[src/rtl/button_gesture.sv]
// Gesture classifier: turns debounced press/release strobes into short, double, long and
// auto-repeat event pulses. Define GESTURE_REPEAT_EN to enable repeat_tick generation.
module button_gesture #(
    parameter int unsigned LONG_CYCLES   = 50_000_000,
    parameter int unsigned DBL_CYCLES    = 25_000_000,
    parameter int unsigned REPEAT_CYCLES = 10_000_000
) (
    input  logic clk,
    input  logic rst,
    input  logic btn_level,
    input  logic btn_ondn,
    input  logic btn_onup,
    output logic short_press,
    output logic double_press,
    output logic long_press,
    output logic repeat_tick,
    output logic held
);

    localparam int unsigned MaxLd = (LONG_CYCLES > DBL_CYCLES) ? LONG_CYCLES : DBL_CYCLES;
    localparam int unsigned MaxP  = (MaxLd > REPEAT_CYCLES) ? MaxLd : REPEAT_CYCLES;
    localparam int unsigned CntW  = (MaxP > 2) ? $clog2(MaxP) : 1;

    localparam logic [CntW-1:0] LongLast = CntW'(LONG_CYCLES - 1);
    localparam logic [CntW-1:0] DblLast  = CntW'(DBL_CYCLES - 1);
`ifdef GESTURE_REPEAT_EN
    localparam logic [CntW-1:0] RepLast  = CntW'(REPEAT_CYCLES - 1);
`endif

    localparam logic [2:0] StIdle   = 3'd0;
    localparam logic [2:0] StPress1 = 3'd1;
    localparam logic [2:0] StWait2  = 3'd2;
    localparam logic [2:0] StPress2 = 3'd3;
    localparam logic [2:0] StLong   = 3'd4;

    logic [2:0]      state_q, state_d;
    logic [CntW-1:0] cnt_q, cnt_d;
    logic            short_d, double_d, long_d, repeat_d, held_d;
    logic            cnt_restart;
    logic            dn, up;

    // The level is informational only; gestures start solely on a press strobe.
    logic unused_level;
    assign unused_level = btn_level;

    // Coincident press and release strobes cancel each other.
    assign dn = btn_ondn & ~btn_onup;
    assign up = btn_onup & ~btn_ondn;

    always_comb begin
        state_d     = state_q;
        cnt_restart = 1'b0;
        short_d     = 1'b0;
        double_d    = 1'b0;
        long_d      = 1'b0;
        repeat_d    = 1'b0;
        case (state_q)
            StIdle: begin
                if (dn) state_d = StPress1;
            end
            StPress1: begin
                if (up) begin
                    state_d = StWait2;
                end else if (cnt_q == LongLast) begin
                    long_d  = 1'b1;
                    state_d = StLong;
                end
            end
            StWait2: begin
                if (dn) begin
                    double_d = 1'b1;
                    state_d  = StPress2;
                end else if (cnt_q == DblLast) begin
                    short_d = 1'b1;
                    state_d = StIdle;
                end
            end
            StPress2: begin
                if (up) state_d = StIdle;
            end
            StLong: begin
                if (up) begin
                    state_d = StIdle;
                end
`ifdef GESTURE_REPEAT_EN
                else if (cnt_q == RepLast) begin
                    repeat_d    = 1'b1;
                    cnt_restart = 1'b1;
                end
`endif
            end
            default: state_d = StIdle;
        endcase
    end

    always_comb begin
        cnt_d = cnt_q;
        if ((state_d != state_q) || cnt_restart) begin
            cnt_d = '0;
`ifndef GESTURE_REPEAT_EN
        end else if (state_q == StLong) begin
            cnt_d = '0;
`endif
        end else if (cnt_q != {CntW{1'b1}}) begin
            cnt_d = cnt_q + 1'b1;
        end
    end

    assign held_d = (state_d == StPress1) || (state_d == StPress2) || (state_d == StLong);

    always_ff @(posedge clk or posedge rst) begin
        if (rst) begin
            state_q      <= StIdle;
            cnt_q        <= '0;
            short_press  <= 1'b0;
            double_press <= 1'b0;
            long_press   <= 1'b0;
            repeat_tick  <= 1'b0;
            held         <= 1'b0;
        end else begin
            state_q      <= state_d;
            cnt_q        <= cnt_d;
            short_press  <= short_d;
            double_press <= double_d;
            long_press   <= long_d;
            repeat_tick  <= repeat_d;
            held         <= held_d;
        end
    end

endmodule

[config.mk]
export PLATFORM = sky130hd
export DESIGN_NAME = button_gesture
export DESIGN_NICKNAME = d
export VERILOG_FILES = /design/src/rtl/button_gesture.sv
export SDC_FILE = /design/constraint.sdc
export NUM_CORES = 1
export LEC_CHECK = 0
export ABC_AREA = 1
export CORE_MARGIN = 4
export CORE_UTILIZATION = 55
export DETAILED_ROUTE_END_ITERATION = 7
export PLACE_DENSITY = 0.76
export RECOVER_POWER = 100
export SLEW_MARGIN = 30
export SYNTH_ARGS = -nofsm -noshare
export SYNTH_HDL_FRONTEND = slang
export SYNTH_SLANG_ARGS = --single-unit
[constraint.sdc]
create_clock -name clk -period 1.8 [get_ports clk]
set_clock_uncertainty 0.2 [all_clocks]
set_input_delay 0.45 -clock clk [delete_from_list [all_inputs] [get_ports clk]]
set_output_delay 0.45 -clock clk [all_outputs]
set_load 0.01 [all_outputs]
==> metrics.md, run 1 <==
| Metric | Value |
|---|---|
| Adder-Cell Fraction of Synth Area | 0.555% |
| Final HPWL DP | 4400 um |
| Reg2reg setup slack | -0.25 ns |
| FF-to-FF Start | cnt_q[0] |
| DP Worst Slack | -0.475 ns |
| Number of synthesized flops with an enable pin | 0 |
| Arrival time at the worst endpoint | 2.03 ns |
| Worst r2r path cells | 13 |
| Critical Path End Type | flip-flop |
| Starting Density | 56.7% |
| Layout cell share with drive strength beyond 1 | 34.2% |
| PD cells | 823 nW/um^2 |
| Row count | 23 |
| Syn Std Cell Area | 2250 um^2 |
| Antenna diode count | 0 |
| Leak pwr | 1.50 nW |
| CORE AREA | 3970 um^2 |
| Vias | 2406 |
| Worst R2R End | cnt_q[17] |
| Period Utilization, post-route | 114% |
| Cell variety after synth | 33 |
| Top delay family on crit path | simple AND/OR/NAND/NOR gates |
| Post-synth top flop | dfrtp_1 |
| Die height | 72.0 um |
| Nets | 408 |
| DRC errors left | 0 |
| Slew Limit Fails | 0 |
| First-pass GRT wire length | 10000 um |
| Syn Nets | 332 |
| Tmin final | 2.05 ns |
| Worst hold endpoint | cnt_q[3] |
| H-tree depth | 2 |
| Grt ovf | 0 |
| Fmax achieved | 0.488 GHz |
| Worst endpoint required time | 1.78 ns |
| CTS Sinks | 33 |
| Asr flop ratio synth | 100% |
| # IOs | 10 |
| Routed WL | 6430 um |
| Hold Crit Class | reg2reg |
| Cell chain of the critical path | ha_2 -> inv_2 -> nor2_4 -> nand2_1 -> nor2_1 -> nand2_1 -> nand2_2 -> nand3_2 -> nand2_2 -> inv_4 -> nand2_8 -> clkbuf_16 -> nor2_2 |
| Hold Crit Start | cnt_q[3] |
| Clock insertion delay at the later pin of the skew report | 0.30 ns |
| Die width | 72.0 um |
| Simple-gate share of the synthesized area | 45.2% |
| Die area | 5190 um^2 |
| Worst hold stages | 2 |
| Post-synthesis mux area share | 0% |
| All-Layer GR Usage | 25.1% |
| Register area share after synthesis | 36.6% |
| CTS root buf | clkbuf_8 |
| Worst-margin pin slew | 0.847 ns |
| Maximum VDD drop | 0.000487 V |
| Hold_buf cts | 0 |
| Vias in the first global route | 2241 |
| Failing checks | setup timing |
| Total CTS buffers | 5 |
| Startpoint Class | flip-flop |
| Compound-Gate Fraction of Synth Area | 4.00% |
| Status | finished with violations |
| # fillers | 271 |
| Iteration-0 DRC Markers | 235 |
| Largest family of logic cells by synthesized area | simple AND/OR/NAND/NOR gates |
| Synth Instances | 326 |
| Clk buf depth | 2 |
| WS Path Type | reg2reg |
| Final Worst Setup Slack | -0.251 ns |
| Max incr delay on CP | 0.35 ns |
| DR pass1 iterations | 4 |
| Final Hold Vio Count | 0 |
| Max FO, Critical Path | 5 |
| RSZ-0062 raised after global routing | true |
| Area grow syn2layout | 40.8% |
| # setup viols final | 26 |
| Yosys warning count | 0 |
| Post-DR wirelength/cell | 14.2 um |
| Initial antenna violation count | 0 |
| Post-route ant nets | 0 |
| Slowest-stage cell, CP | dfrtp_1 |
| Syn Area/Cell | 6.91 um^2 |
| Slew margin rel. | 43.6% |
| I/O Buffers | 7 |
| GPL Wtd Cong | 0.908 |
| CTS tree | done |
| Max-cap check violation count | 0 |
| Final Non-Filler Cells | 453 |
| Routed vias/inst | 5.31 |
| Flops & latches, synth | 33 |
| Total negative slack | -6.02 ns |
| Reg clk slew, reported paths | 0.07 ns |
| Largest net degree at the start of global routing | 34 |
| Placed cells | 438 |
| CP bufs+invs | 3 |
| Synth Area in XOR/XNOR | 3.11% |
-- synthesized netlist by cell type, types with 3 or more instances --
cell type	n	area, um^2
nor2_2	12	75.1
nand4_1	12	75.1
inv_2	3	11.3
nor3_1	3	15.0
nand3_1	29	145
o21ai_1	10	50.1
buf_2	3	15.0
dfrtp_1	33	826
xor2_1	7	61.3
nand2_1	72	270
inv_1	42	158
nor2_1	65	244
buf_6	3	33.8
nand2_2	7	43.8
-- through the flow --
step | area (um^2) | hold WS [ns] | util (%) | total power, mW
floorplan | 2260 | 0.344 | - | 1.38
global placement | 2850 | 0.369 | 71.8 | 1.74
detailed placement | 2850 | 0.388 | 71.8 | 1.76
CTS | 2990 | 0.302 | 75.3 | 2.37
global route | 3170 | 0.477 | 79.9 | 2.75
finish | 3170 | 0.411 | 79.9 | 2.61
-- area by class of cell --
| class | count | area [um^2] | area share, % |
|---|---|---|---|
| Multi-Input combinational cell | 240 | 1370 | 43.0 |
| Inverter | 45 | 171 | 5.40 |
| Clock buffer | 6 | 72.6 | 2.29 |
| Timing Repair Buffer | 77 | 666 | 21.0 |
| Clock inverter | 2 | 10.0 | 0.315 |
| Sequential cell | 33 | 826 | 26.0 |
| Tap cell | 50 | 62.6 | 1.97 |
-- state kept, by name (all words and copies together) (netlist names) --
signal,flops
cnt_q,26
short_press,1
held,1
state_q,3
double_press,1
long_press,1
-- logic make-up (layout without fill, tap and decap cells) --
logic type,count (synthesis),after routing
other,1,1
DFF,33,33
adders and majority gates,1,1
and+or+nand+nor,214,214
xor gates and xnor gates,8,8
buffers and inverters,53,130
AOI/OAI and AO/OA,16,16
-- metal layers --
metal / GRT usage, % / share of wire, %
met2: 42.9 / 52
met4: 10.6 / 2.6
met5: 0 / 0
met3: 4.99 / 5.6
met1: 30.7 / 40
-- cell usage in the layout, fill, tap and decap left out, drive strengths merged --
| master | n |
|---|---|
| o211ai | 1 |
| a21oi | 1 |
| clkinv | 2 |
| dfrtp | 33 |
| inv | 45 |
| nand4 | 13 |
| clkdlybuf4s50 | 2 |
| o21ai | 11 |
| o22ai | 1 |
| clkdlybuf4s25 | 3 |
| buf | 68 |
| dlygate4sd2 | 1 |
| nand3 | 31 |
| nor4b | 1 |
| nor3 | 3 |
| ha | 1 |
| nand3b | 2 |
| nor3b | 1 |
| clkbuf | 8 |
| dlygate4sd3 | 1 |
| xnor2 | 1 |
| nor2 | 80 |
| a31o | 1 |
| conb | 1 |
| o21bai | 1 |
| nor4 | 2 |
| nand2 | 81 |
| xor2 | 7 |
-- worst register-to-register path, cell delays in order (launching register included) --
cell and delay (ns):
dfrtp_1 0.35, ha_2 0.20, inv_2 0.05, nor2_4 0.22, nand2_1 0.09, nor2_1 0.14, nand2_1 0.10, nand2_2 0.09
nand3_2 0.09, nand2_2 0.09, inv_4 0.05, nand2_8 0.08, clkbuf_16 0.15, nor2_2 0.04
-- power breakdown --
group          switching, mW  internal (mW)  total (mW)
Clock                  0.283          0.268       0.550
Combinational          0.673          0.561        1.23
Sequential            0.0327          0.794       0.827
Total                  0.989           1.62        2.61
-- worst max-delay path by stage --
| stage | slack, ns | cells past startpoint | endpoint | start |
|---|---|---|---|---|
| 6_report | -0.25 | 13 | cnt_q[17] | cnt_q[0] |
| 5_1_grt | -0.33 | 13 | cnt_q[11] | cnt_q[1] |
| 4_1_cts | -0.14 | 13 | cnt_q[11] | cnt_q[0] |
| 3_5_place_dp | -0.48 | 11 | cnt_q[23] | btn_onup |
| 3_3_place_gp | -0.41 | 12 | cnt_q[0] | btn_ondn |
| 2_1_floorplan | -0.08 | 13 | cnt_q[7] | cnt_q[0] |
-- repair_timing --
action / 4_1_cts / 5_1_grt
setup endpoints to repair: 27 / 32
pin swaps: 5 / 12
gates cloned: 0 / 1
setup buffers: 3 / 3
resized for setup: 10 / 40
(Power assumes the default switching activity.)
==> run 2: changes to the inputs <==
--- a/config.mk
+++ b/config.mk
@@ -8,6 +8,7 @@
 export ABC_AREA = 1
 export CORE_MARGIN = 4
 export CORE_UTILIZATION = 55
+export CTS_CLUSTER_SIZE = 12
 export DETAILED_ROUTE_END_ITERATION = 7
 export PLACE_DENSITY = 0.76
 export RECOVER_POWER = 100
==> results of run 2 <==
Final layout, timing and power as in run 1 (identical DEF).
